[config.mk]
export PLATFORM = sky130hd
export DESIGN_NAME = conv_window_addr_gen
export DESIGN_NICKNAME = d
export VERILOG_FILES = /design/src/rtl/conv_window_addr_gen_pkg.sv /design/src/rtl/conv_window_addr_gen_wrap_counter.sv /design/src/rtl/conv_window_addr_gen.sv
export SDC_FILE = /design/constraint.sdc
export NUM_CORES = 1
export LEC_CHECK = 0
export BUFFER_PORTS_ARGS = -buffer_cell sky130_fd_sc_hd__buf_4
export CORE_MARGIN = 10
export CORE_UTILIZATION = 58
export CTS_CLUSTER_DIAMETER = 100
export DETAILED_ROUTE_END_ITERATION = 16
export GPL_ROUTABILITY_DRIVEN = 0
export PLACE_DENSITY = 0.89
export SLEW_MARGIN = 20
export SYNTH_ARGS = -nofsm -noshare
export SYNTH_HDL_FRONTEND = slang
export SYNTH_HIERARCHICAL = 1
export SYNTH_SLANG_ARGS = --single-unit
[constraint.sdc]
create_clock -name clk -period 16.75 [get_ports clk]
set_clock_uncertainty 0.15 [all_clocks]
set_input_delay 3.35 -clock clk [delete_from_list [all_inputs] [get_ports clk]]
set_output_delay 3.35 -clock clk [all_outputs]
set_load 0.05 [all_outputs]
[src/rtl/conv_window_addr_gen_pkg.sv]
// Shared types and default widths for the convolution window address generator.
package conv_pkg;

  localparam int ADDR_W = 18;
  localparam int DIM_W  = 9;
  localparam int K_W    = 4;
  localparam int CH_W   = 4;

  typedef enum logic [1:0] {
    IDLE = 2'd0,
    RUN  = 2'd1,
    DONE = 2'd2
  } state_t;

endpackage

[src/rtl/conv_window_addr_gen_wrap_counter.sv]
// Loop counter that counts 0..max and wraps; wrap flags the increment that rolls it over.
module wrap_counter #(
  parameter int W = 4
) (
  input  logic         clk,
  input  logic         clr,
  input  logic         inc,
  input  logic [W-1:0] max,
  output logic [W-1:0] value,
  output logic         wrap
);

  assign wrap = inc && (value == max);

  always_ff @(posedge clk) begin
    if (clr) begin
      value <= '0;
    end else if (inc) begin
      value <= wrap ? '0 : value + W'(1);
    end
  end

endmodule

[src/rtl/conv_window_addr_gen.sv]
// Sliding KxK window address generator over a multi-channel linear feature map.
// Handshake: a beat transfers on a rising edge where out_valid && out_ready; nothing advances otherwise.
module conv_window_addr_gen #(
  parameter int ADDR_W = conv_pkg::ADDR_W,
  parameter int DIM_W  = conv_pkg::DIM_W,
  parameter int K_W    = conv_pkg::K_W,
  parameter int CH_W   = conv_pkg::CH_W
) (
  input  logic              clk,
  input  logic              reset,
  input  logic              start,
  input  logic [DIM_W-1:0]  img_w,
  input  logic [DIM_W-1:0]  img_h,
  input  logic [K_W-1:0]    k_size,
  input  logic [K_W-1:0]    stride,
  input  logic [CH_W-1:0]   num_ch,
  output logic              out_valid,
  input  logic              out_ready,
  output logic [ADDR_W-1:0] address,
  output logic              win_last,
  output logic              busy,
  output logic              conv_done,
  output logic              cfg_err,
  output conv_pkg::state_t  state_dbg
);

  import conv_pkg::*;

  localparam int PW = 2 * DIM_W;
  localparam int SW = K_W + DIM_W;

  state_t state, state_n;

  logic [DIM_W-1:0] img_w_r, img_h_r;
  logic [K_W-1:0]   k_r, s_r;
  logic [CH_W-1:0]  c_r;
  logic             err_r;

  logic accept, bad, beat, clr;

  assign accept = (state == IDLE) && start;
  assign bad    = (k_size == '0) || (stride == '0) || (num_ch == '0) ||
                  (DIM_W'(k_size) > img_w) || (DIM_W'(k_size) > img_h);
  assign beat   = (state == RUN) && out_ready;
  assign clr    = reset || accept;

  // Loop maxima; the stride divisor is forced non-zero so idle garbage never divides by zero.
  logic [K_W-1:0]   k_max, s_div;
  logic [CH_W-1:0]  c_max;
  logic [DIM_W-1:0] ow_max, oh_max;

  assign k_max  = k_r - K_W'(1);
  assign c_max  = c_r - CH_W'(1);
  assign s_div  = (s_r == '0) ? K_W'(1) : s_r;
  assign ow_max = (img_w_r - DIM_W'(k_r)) / DIM_W'(s_div);
  assign oh_max = (img_h_r - DIM_W'(k_r)) / DIM_W'(s_div);

  logic [K_W-1:0]   kx, ky;
  logic [CH_W-1:0]  ch;
  logic [DIM_W-1:0] ox, oy;
  logic             kx_wrap, ky_wrap, ch_wrap, ox_wrap, oy_wrap;

  wrap_counter #(.W(K_W))   u_kx (.clk(clk), .clr(clr), .inc(beat),    .max(k_max),  .value(kx), .wrap(kx_wrap));
  wrap_counter #(.W(K_W))   u_ky (.clk(clk), .clr(clr), .inc(kx_wrap), .max(k_max),  .value(ky), .wrap(ky_wrap));
  wrap_counter #(.W(CH_W))  u_ch (.clk(clk), .clr(clr), .inc(ky_wrap), .max(c_max),  .value(ch), .wrap(ch_wrap));
  wrap_counter #(.W(DIM_W)) u_ox (.clk(clk), .clr(clr), .inc(ch_wrap), .max(ow_max), .value(ox), .wrap(ox_wrap));
  wrap_counter #(.W(DIM_W)) u_oy (.clk(clk), .clr(clr), .inc(ox_wrap), .max(oh_max), .value(oy), .wrap(oy_wrap));

  always_ff @(posedge clk) begin
    if (reset) begin
      state <= IDLE;
    end else begin
      state <= state_n;
    end
  end

  always_comb begin
    state_n = state;
    case (state)
      IDLE:    if (start) state_n = bad ? DONE : RUN;
      RUN:     if (oy_wrap) state_n = DONE;
      DONE:    state_n = IDLE;
      default: state_n = IDLE;
    endcase
  end

  always_ff @(posedge clk) begin
    if (reset) begin
      img_w_r <= '0;
      img_h_r <= '0;
      k_r     <= '0;
      s_r     <= '0;
      c_r     <= '0;
      err_r   <= 1'b0;
    end else if (accept) begin
      img_w_r <= img_w;
      img_h_r <= img_h;
      k_r     <= k_size;
      s_r     <= stride;
      c_r     <= num_ch;
      err_r   <= bad;
    end
  end

  // Address accumulators: each holds the address at the start of its loop level,
  // so a wrap at one level reloads every inner level from the next outer base.
  logic [PW-1:0]     hw_full;
  logic [SW-1:0]     sw_full;
  logic [ADDR_W-1:0] hw, sw, w_step, s_step;
  logic [ADDR_W-1:0] addr_q, line_q, chan_q, win_q, row_q;
  logic [ADDR_W-1:0] line_nx, chan_nx, win_nx, row_nx;

  assign hw_full = {{DIM_W{1'b0}}, img_h_r} * {{DIM_W{1'b0}}, img_w_r};
  assign sw_full = {{DIM_W{1'b0}}, s_r} * {{K_W{1'b0}}, img_w_r};
  assign hw      = ADDR_W'(hw_full);
  assign sw      = ADDR_W'(sw_full);
  assign w_step  = ADDR_W'(img_w_r);
  assign s_step  = ADDR_W'(s_r);
  assign line_nx = line_q + w_step;
  assign chan_nx = chan_q + hw;
  assign win_nx  = win_q + s_step;
  assign row_nx  = row_q + sw;

  always_ff @(posedge clk) begin
    if (clr) begin
      addr_q <= '0;
      line_q <= '0;
      chan_q <= '0;
      win_q  <= '0;
      row_q  <= '0;
    end else if (beat) begin
      if (!kx_wrap) begin
        addr_q <= addr_q + ADDR_W'(1);
      end else if (!ky_wrap) begin
        line_q <= line_nx;
        addr_q <= line_nx;
      end else if (!ch_wrap) begin
        chan_q <= chan_nx;
        line_q <= chan_nx;
        addr_q <= chan_nx;
      end else if (!ox_wrap) begin
        win_q  <= win_nx;
        chan_q <= win_nx;
        line_q <= win_nx;
        addr_q <= win_nx;
      end else if (!oy_wrap) begin
        row_q  <= row_nx;
        win_q  <= row_nx;
        chan_q <= row_nx;
        line_q <= row_nx;
        addr_q <= row_nx;
      end else begin
        addr_q <= '0;
        line_q <= '0;
        chan_q <= '0;
        win_q  <= '0;
        row_q  <= '0;
      end
    end
  end

  // win_last is registered, so it is predicted from the counter values after this beat.
  logic [K_W-1:0]  kx_n, ky_n;
  logic [CH_W-1:0] ch_n;
  logic            win_last_q, valid_q;

  always_comb begin
    kx_n = kx_wrap ? '0 : kx + K_W'(1);
    ky_n = ky;
    if (ky_wrap)      ky_n = '0;
    else if (kx_wrap) ky_n = ky + K_W'(1);
    ch_n = ch;
    if (ch_wrap)      ch_n = '0;
    else if (ky_wrap) ch_n = ch + CH_W'(1);
  end

  always_ff @(posedge clk) begin
    if (reset) begin
      win_last_q <= 1'b0;
      valid_q    <= 1'b0;
    end else begin
      valid_q <= (state_n == RUN);
      if (accept) begin
        win_last_q <= !bad && (k_size == K_W'(1)) && (num_ch == CH_W'(1));
      end else if (beat) begin
        win_last_q <= !oy_wrap && (kx_n == k_max) && (ky_n == k_max) && (ch_n == c_max);
      end
    end
  end

  assign out_valid = valid_q;
  assign address   = addr_q;
  assign win_last  = win_last_q;
  assign busy      = (state != IDLE);
  assign conv_done = (state == DONE);
  assign cfg_err   = (state == DONE) && err_r;
  assign state_dbg = state;

endmodule

==> reports/qor.json, run 1 <==
{
  "status": {"value": "completed"},
  "cpPeakStageDelay": {"value": 420, "unit": "ps"},
  "h_tree_depth": {"value": 4},
  "grt_usage": {"value": 25.2, "unit": "%"},
  "floorplan.die.height": {"value": 189, "unit": "um"},
  "detail_route.first_pass.iterations": {"value": 6},
  "buffer_levels_on_the_longest_clock_path": {"value": 2},
  "crit_arrival": {"value": 16220, "unit": "ps"},
  "post_layout_nonfiller_instances": {"value": 2542},
  "yosys_warns": {"value": 6},
  "cp.required": {"value": 16870, "unit": "ps"},
  "report.final.setup_viol": {"value": 0},
  "layout-drive-gt1-share": {"value": 11.5, "unit": "%"},
  "route.vias.total": {"value": 15800},
  "number_of_global_route_vias_before_repair": {"value": 15700},
  "dp_cells": {"value": 2488},
  "async_reset_ff_share": {"value": 0, "unit": "%"},
  "max_freq": {"value": 62.1, "unit": "MHz"},
  "worst-slew-pin-transition": {"value": 1050, "unit": "ps"},
  "synth-edff-count": {"value": 0},
  "cap_viol_max_count": {"value": 0},
  "drv_slew": {"value": 0},
  "cp_max_fo": {"value": 22},
  "syn_inst": {"value": 2091},
  "hold_viol_final": {"value": 0},
  "timing.hold.worst.class": {"value": "reg2reg"},
  "start_kind": {"value": "flop"},
  "path_class": {"value": "reg2reg"},
  "ioPinCount": {"value": 59},
  "area.growth.synth_to_final": {"value": 11.0, "unit": "%"},
  "synth.yosys.seq_area_share": {"value": 18.8, "unit": "%"},
  "drt_wl_total": {"value": 46900, "unit": "um"},
  "cts_buffer_count": {"value": 17},
  "drc_errors": {"value": 0},
  "synthesis.nets": {"value": 2387},
  "die_width": {"value": 189, "unit": "um"},
  "synth_ff_type": {"value": "sky130_fd_sc_hd__dfxtp_1"},
  "clkLatencyLatePin": {"value": 440, "unit": "ps"},
  "die_area": {"value": 35600, "unit": "um^2"},
  "syn_area_per_cell": {"value": 7.89, "unit": "um^2"},
  "layout_worst_path_cycle_share": {"value": 96.1, "unit": "%"},
  "clock_tree.root_cell": {"value": "sky130_fd_sc_hd__clkbuf_16"},
  "fin_hold_ws": {"value": 311, "unit": "ps"},
  "detailed_place_hpwl": {"value": 34900, "unit": "um"},
  "gr-total-overflow": {"value": 0},
  "io_buffers": {"value": 58},
  "maxSlewHeadroom": {"value": 30.0, "unit": "%"},
  "starting_utilization_of_the_core_area": {"value": 59.1, "unit": "%"},
  "setup.worst_path.end_class": {"value": "flop"},
  "synthesis.area": {"value": 16500, "unit": "um^2"},
  "grt_max_degree": {"value": 96},
  "design.final.nets": {"value": 2447},
  "yosysUniqueCellTypes": {"value": 86},
  "num_rows": {"value": 61},
  "setup-tns-final": {"value": 0, "unit": "ps"},
  "critical-path-top-cell-by-count": {"value": "sky130_fd_sc_hd__ha_1"},
  "wl_per_cell": {"value": 18.4, "unit": "um"},
  "drtAntennaViolNets": {"value": 0},
  "synth.ff_latch_count": {"value": 155},
  "antenna_found_initial": {"value": 0},
  "critical_path.slowest_cell": {"value": "sky130_fd_sc_hd__a2111oi_4"},
  "tritoncts": {"value": "done"},
  "clk_pin_slew_worst_paths": {"value": 70, "unit": "ps"},
  "clock-sinks": {"value": 155},
  "detail_route.vias_per_cell": {"value": 6.23},
  "grt_pass1_wl": {"value": 75900, "unit": "um"},
  "finalCriticalPeriod": {"value": 16090, "unit": "ps"},
  "core_area": {"value": 27900, "unit": "um^2"},
  "antenna_cells_inserted": {"value": 0},
  "drt_iter0_drc": {"value": 1939}
}
-- worst paths after layout --
kind | start | endpoint | slack [ps] | depth (start not counted)
min reg2reg | line_q[0]$_SDFFE_PP0P_ | line_q[0]$_SDFFE_PP0P_ | 310 | 2
min | line_q[0]$_SDFFE_PP0P_ | line_q[0]$_SDFFE_PP0P_ | 310 | 2
max | img_w_r[0]$_SDFFE_PP0P_ | line_q[12]$_SDFFE_PP0P_ | 660 | 76
max reg2reg | img_w_r[0]$_SDFFE_PP0P_ | line_q[12]$_SDFFE_PP0P_ | 660 | 76
-- cell families after synthesis --
kind of cell / synth area share, %
flip-flops: 18.8
multiplexers: 1.66
AND/OR/NAND/NOR: 21.0
XOR/XNOR: 8.76
adder cells (fa/ha/maj): 24.0
buffers and inverters: 6.74
AO/OA/AOI/OAI: 19.0
-- area by class of cell --
| class | count | area (um^2) |
|---|---|---|
| Clock inverter | 12 | 138 |
| Clock buffer | 20 | 447 |
| Fill cell | 2175 | 9620 |
| Timing Repair Buffer | 115 | 867 |
| Sequential cell | 155 | 3110 |
| Tap cell | 378 | 473 |
| Inverter | 213 | 800 |
| Multi-Input combinational cell | 1649 | 12500 |
-- sequential cells by signal, summed over array words and instances (netlist names), 9 cells and up --
| name | count |
|---|---|
| img_w_r | 9 |
| row_q | 18 |
| chan_q | 18 |
| win_q | 18 |
| img_h_r | 9 |
| u_oy/value | 9 |
| line_q | 18 |
| address | 18 |
| u_ox/value | 9 |
-- cell usage after synthesis (20+ instances only) --
cell type	instances	share of area, %
sky130_fd_sc_hd__a21oi_1	167	5.1
sky130_fd_sc_hd__and2_1	45	1.7
sky130_fd_sc_hd__clkbuf_1	64	1.5
sky130_fd_sc_hd__dfxtp_1	155	19
sky130_fd_sc_hd__fa_1	91	11
sky130_fd_sc_hd__ha_1	171	13
sky130_fd_sc_hd__inv_1	210	4.8
sky130_fd_sc_hd__nand2_1	294	6.7
sky130_fd_sc_hd__nand2b_1	28	1.1
sky130_fd_sc_hd__nand3_1	34	1.0
sky130_fd_sc_hd__nand4_1	24	0.91
sky130_fd_sc_hd__nor2_1	157	3.6
sky130_fd_sc_hd__nor3_1	50	1.5
sky130_fd_sc_hd__o21a_1	33	1.5
sky130_fd_sc_hd__o21ai_0	62	1.9
sky130_fd_sc_hd__or3_1	20	0.76
sky130_fd_sc_hd__xnor2_1	104	5.5
sky130_fd_sc_hd__xor2_1	61	3.2
-- stage by stage --
stage | utilization (%) | setup WS, ps | area, um^2
after detailed placement | 62.2 | -468 | 17400
after CTS | 64.6 | 86.5 | 18000
after floorplan | - | 905 | 16500
after global routing | 65.6 | -117 | 18300
after global placement | 62.2 | 28.8 | 17400
final | 65.6 | 655 | 18300
-- routing by layer --
metal | part of all wire, % | global-route usage (%)
met3 | 8.6 | 4.49
met4 | 4.1 | 11.3
met2 | 48 | 43.0
met5 | 0 | 0
met1 | 40 | 30.4
-- placed cells by master (no fill, tap or decap), types with 16 or more instances in the layout --
cell type and instances:
sky130_fd_sc_hd__a211oi_1 16, sky130_fd_sc_hd__a21o_1 19, sky130_fd_sc_hd__a21oi_1 160, sky130_fd_sc_hd__and2_1 45, sky130_fd_sc_hd__buf_4 114, sky130_fd_sc_hd__clkbuf_16 17, sky130_fd_sc_hd__dfxtp_1 153, sky130_fd_sc_hd__fa_1 91
sky130_fd_sc_hd__ha_1 170, sky130_fd_sc_hd__inv_1 209, sky130_fd_sc_hd__nand2_1 291, sky130_fd_sc_hd__nand2b_1 27, sky130_fd_sc_hd__nand3_1 34, sky130_fd_sc_hd__nand4_1 24, sky130_fd_sc_hd__nor2_1 155, sky130_fd_sc_hd__nor2b_1 17
sky130_fd_sc_hd__nor3_1 47, sky130_fd_sc_hd__o211ai_1 16, sky130_fd_sc_hd__o21a_1 32, sky130_fd_sc_hd__o21ai_0 57, sky130_fd_sc_hd__or3_1 20, sky130_fd_sc_hd__xnor2_1 104, sky130_fd_sc_hd__xor2_1 61
-- critical path: cells and delay by family (launching register included) --
kind                     cells  cell delay, ps
AO/OA/AOI/OAI               33            6530
AND/OR/NAND/NOR             20            3710
XOR/XNOR                     2             380
adder cells (fa/ha/maj)     11            2950
flip-flops                   1             310
buffers and inverters        6             810
multiplexers                 4            1030
-- what timing repair did --
| item | 4_1_cts | 5_1_grt |
|---|---|---|
| gates cloned | 0 | 1 |
| hold endpoints to repair | 0 | 0 |
| pin swaps | 2 | 15 |
| gates resized for setup | 9 | 44 |
| hold buffers | 0 | 0 |
| setup buffers | 4 | 17 |
| endpoints found under the setup margin | 79 | 103 |
Power of run 1 is left out: the tool's default activity adds up to more than one toggle a clock period on the data nets, which glitch-free logic cannot reach.
==> run 2, diff against run 1 <==
Settings changed: CELL_PAD_IN_SITES_DETAIL_PLACEMENT from default to 1, CELL_PAD_IN_SITES_GLOBAL_PLACEMENT from default to 2, CORE_UTILIZATION 58 to 35.
==> run 2 against run 1 <==
Compared with the run above:
- utilization fell by 25 points
- first-iteration DRC count fell by 64%
- largest cell class unchanged
- routed wire length increased by 14%
- non-clock buffer count is 14 higher
- setup slack better by 230 ps
- via count down 3.7%
- highest routed layer unchanged
- final cell count is 9.5% higher
==> reports/qor.json, run 2 (same netlist as run 1, synthesis figures left out) <==
{
  "start_kind": {"value": "flop"},
  "mostFrequentLayoutCell": {"value": "sky130_fd_sc_hd__nand2_1"},
  "status": {"value": "completed"},
  "tritoncts": {"value": "done"},
  "cp_max_fo": {"value": 8, "change": "-64%"},
  "timing.critical_path.max_delay_family": {"value": "compound AO/OA/AOI/OAI gates"},
  "cap_viol_max_count": {"value": 0, "change": "unchanged"},
  "gr-total-overflow": {"value": 0, "change": "unchanged"},
  "setup.worst_path.end_class": {"value": "flop"},
  "io_buffers": {"value": 58, "change": "unchanged"},
  "grt_usage": {"value": 18.6, "unit": "%", "change": "-6.6 points"},
  "ioPinCount": {"value": 59, "change": "unchanged"},
  "cts_buffer_count": {"value": 17, "change": "unchanged"},
  "crit_arrival": {"value": 16000, "unit": "ps", "change": "-220 ps"},
  "num_rows": {"value": 79, "change": "+30%"},
  "critical-path-top-cell-by-count": {"value": "sky130_fd_sc_hd__ha_1"},
  "grt_max_degree": {"value": 93, "change": "-3.1%"},
  "layout.cells.most_common_list": {"value": "sky130_fd_sc_hd__nand2_1, sky130_fd_sc_hd__inv_1, sky130_fd_sc_hd__ha_1"},
  "cp_num_buf_inv": {"value": 6, "change": "unchanged"},
  "number_of_fill_cells": {"value": 5565, "change": "+160%"},
  "core_area": {"value": 46600, "unit": "um^2", "change": "+67%"},
  "drtAntennaViolNets": {"value": 0, "change": "unchanged"},
  "critical_path.slowest_cell": {"value": "sky130_fd_sc_hd__a2111oi_4"},
  "detail_route.vias_per_cell": {"value": 5.48, "change": "-12%"},
  "antenna_cells_inserted": {"value": 0, "change": "unchanged"},
  "clock-sinks": {"value": 155, "change": "unchanged"},
  "drt_iter0_drc": {"value": 706, "change": "-64%"},
  "design.final.nets": {"value": 2460, "change": "+0.53%"},
  "timing.hold.worst.class": {"value": "reg2reg"},
  "floorplan.die.height": {"value": 237, "unit": "um", "change": "+26%"},
  "die_area": {"value": 56200, "unit": "um^2", "change": "+58%"},
  "max_freq": {"value": 63.0, "unit": "MHz", "change": "+1.4%"},
  "wl_per_cell": {"value": 19.2, "unit": "um", "change": "+4.0%"},
  "worst-slew-pin-transition": {"value": 1030, "unit": "ps", "change": "-19.6 ps"},
  "maxSlewHeadroom": {"value": 31.5, "unit": "%", "change": "+1.5 points"},
  "clkLatencyLatePin": {"value": 440, "unit": "ps", "change": "about the same"},
  "finalCriticalPeriod": {"value": 15870, "unit": "ps", "change": "-225 ps"},
  "layout-drive-gt1-share": {"value": 12.6, "unit": "%", "change": "+1.1 points"},
  "hold_viol_final": {"value": 0, "change": "unchanged"},
  "layout_worst_path_cycle_share": {"value": 94.7, "unit": "%", "change": "-1.3 points"},
  "h_tree_depth": {"value": 4, "change": "unchanged"},
  "number_of_global_route_vias_before_repair": {"value": 16400, "change": "+4.4%"},
  "path_class": {"value": "reg2reg"},
  "drv_slew": {"value": 0, "change": "unchanged"},
  "antenna_found_initial": {"value": 1, "change": "+1"},
  "drc_errors": {"value": 0, "change": "unchanged"},
  "fin_hold_ws": {"value": 311, "unit": "ps", "change": "-0.184 ps"},
  "buffer_levels_on_the_longest_clock_path": {"value": 2, "change": "unchanged"},
  "detail_route.first_pass.iterations": {"value": 4, "change": "-2"},
  "report.final.setup_viol": {"value": 0, "change": "unchanged"},
  "starting_utilization_of_the_core_area": {"value": 35.4, "unit": "%", "change": "-24 points"},
  "drt_wl_total": {"value": 53300, "unit": "um", "change": "+14%"},
  "grt_pass1_wl": {"value": 86600, "unit": "um", "change": "+14%"},
  "route.vias.total": {"value": 15200, "change": "-3.7%"},
  "area.growth.synth_to_final": {"value": 13.7, "unit": "%"},
  "cp.required": {"value": 16880, "unit": "ps", "change": "about the same"},
  "clock_tree.root_cell": {"value": "sky130_fd_sc_hd__clkbuf_16"},
  "cpPeakStageDelay": {"value": 460, "unit": "ps", "change": "+40 ps"},
  "detailed_place_hpwl": {"value": 42200, "unit": "um", "change": "+21%"},
  "cts_hold_repair.buffers": {"value": 0, "change": "unchanged"},
  "clk_pin_slew_worst_paths": {"value": 70, "unit": "ps", "change": "about the same"},
  "die_width": {"value": 237, "unit": "um", "change": "+26%"}
}
[run 2: cell count changes in the layout (fill, tap and decap cells not counted), sizes merged]
cell / delta
buf: +14
clkinvlp: +2
a211o: -1
bufinv: -1
clkbuf: -1
inv: -1
[run 2: worst register-to-register path, delay by kind of cell (launching register included)]
family                   cells  cell delay, ps
AND/OR/NAND/NOR             22            4400
XOR/XNOR                     2             440
adder cells (fa/ha/maj)     11            3140
flip-flops                   1             310
buffers and inverters        6             660
multiplexers                 4             950
AO/OA/AOI/OAI               32            5650
[run 2: cell type report]
cell class	count	area, um^2	share of cell area (%)
clock buffer	19	453	2.41
clock inverter	12	116	0.620
timing repair buffer	129	972	5.18
tap	607	759	4.05
inverter	213	800	4.26
sequential	155	3110	16.6
multi-input combinational	1648	12600	66.9
[run 2: path summary, 6_finish.rpt]
path                             endpoint  slack [ps]               startpoint  depth (start not counted)
setup / recovery  address[8]$_SDFFE_PP0P_         880  img_w_r[0]$_SDFFE_PP0P_                         77
hold / removal     line_q[0]$_SDFFE_PP0P_         310   line_q[0]$_SDFFE_PP0P_                          2
setup reg to reg  address[8]$_SDFFE_PP0P_         880  img_w_r[0]$_SDFFE_PP0P_                         77
hold reg to reg    line_q[0]$_SDFFE_PP0P_         310   line_q[0]$_SDFFE_PP0P_                          2
[run 2: what timing repair did]
action,in CTS,in global routing
setup endpoints to repair,94,103
buffers inserted,6,19
pin swaps,6,18
resized for setup,17,58
[run 2: stage by stage]
step	std cells	setup TNS [ps]	cell area (um^2)	utilization (%)	setup WS (ps)
2_1_floorplan	2091	0	16500	-	905
3_3_place_gp	2727	-14400	17700	38.1	-502
3_5_place_dp	2727	-58680	17700	38.1	-1060
4_1_cts	2764	0	18400	39.6	23.8
5_1_grt	2783	-2610	18800	40.3	-144
6_report	2783	0	18800	40.3	881
[run 2: per-layer routing]
metal / GRT usage [%] / part of all wire, %
met4: 5.08 / 1.8
met5: 0 / 0
met1: 23.7 / 46
met2: 32.7 / 50
met3: 1.98 / 2.9
Power of run 2 is left out for the same reason.
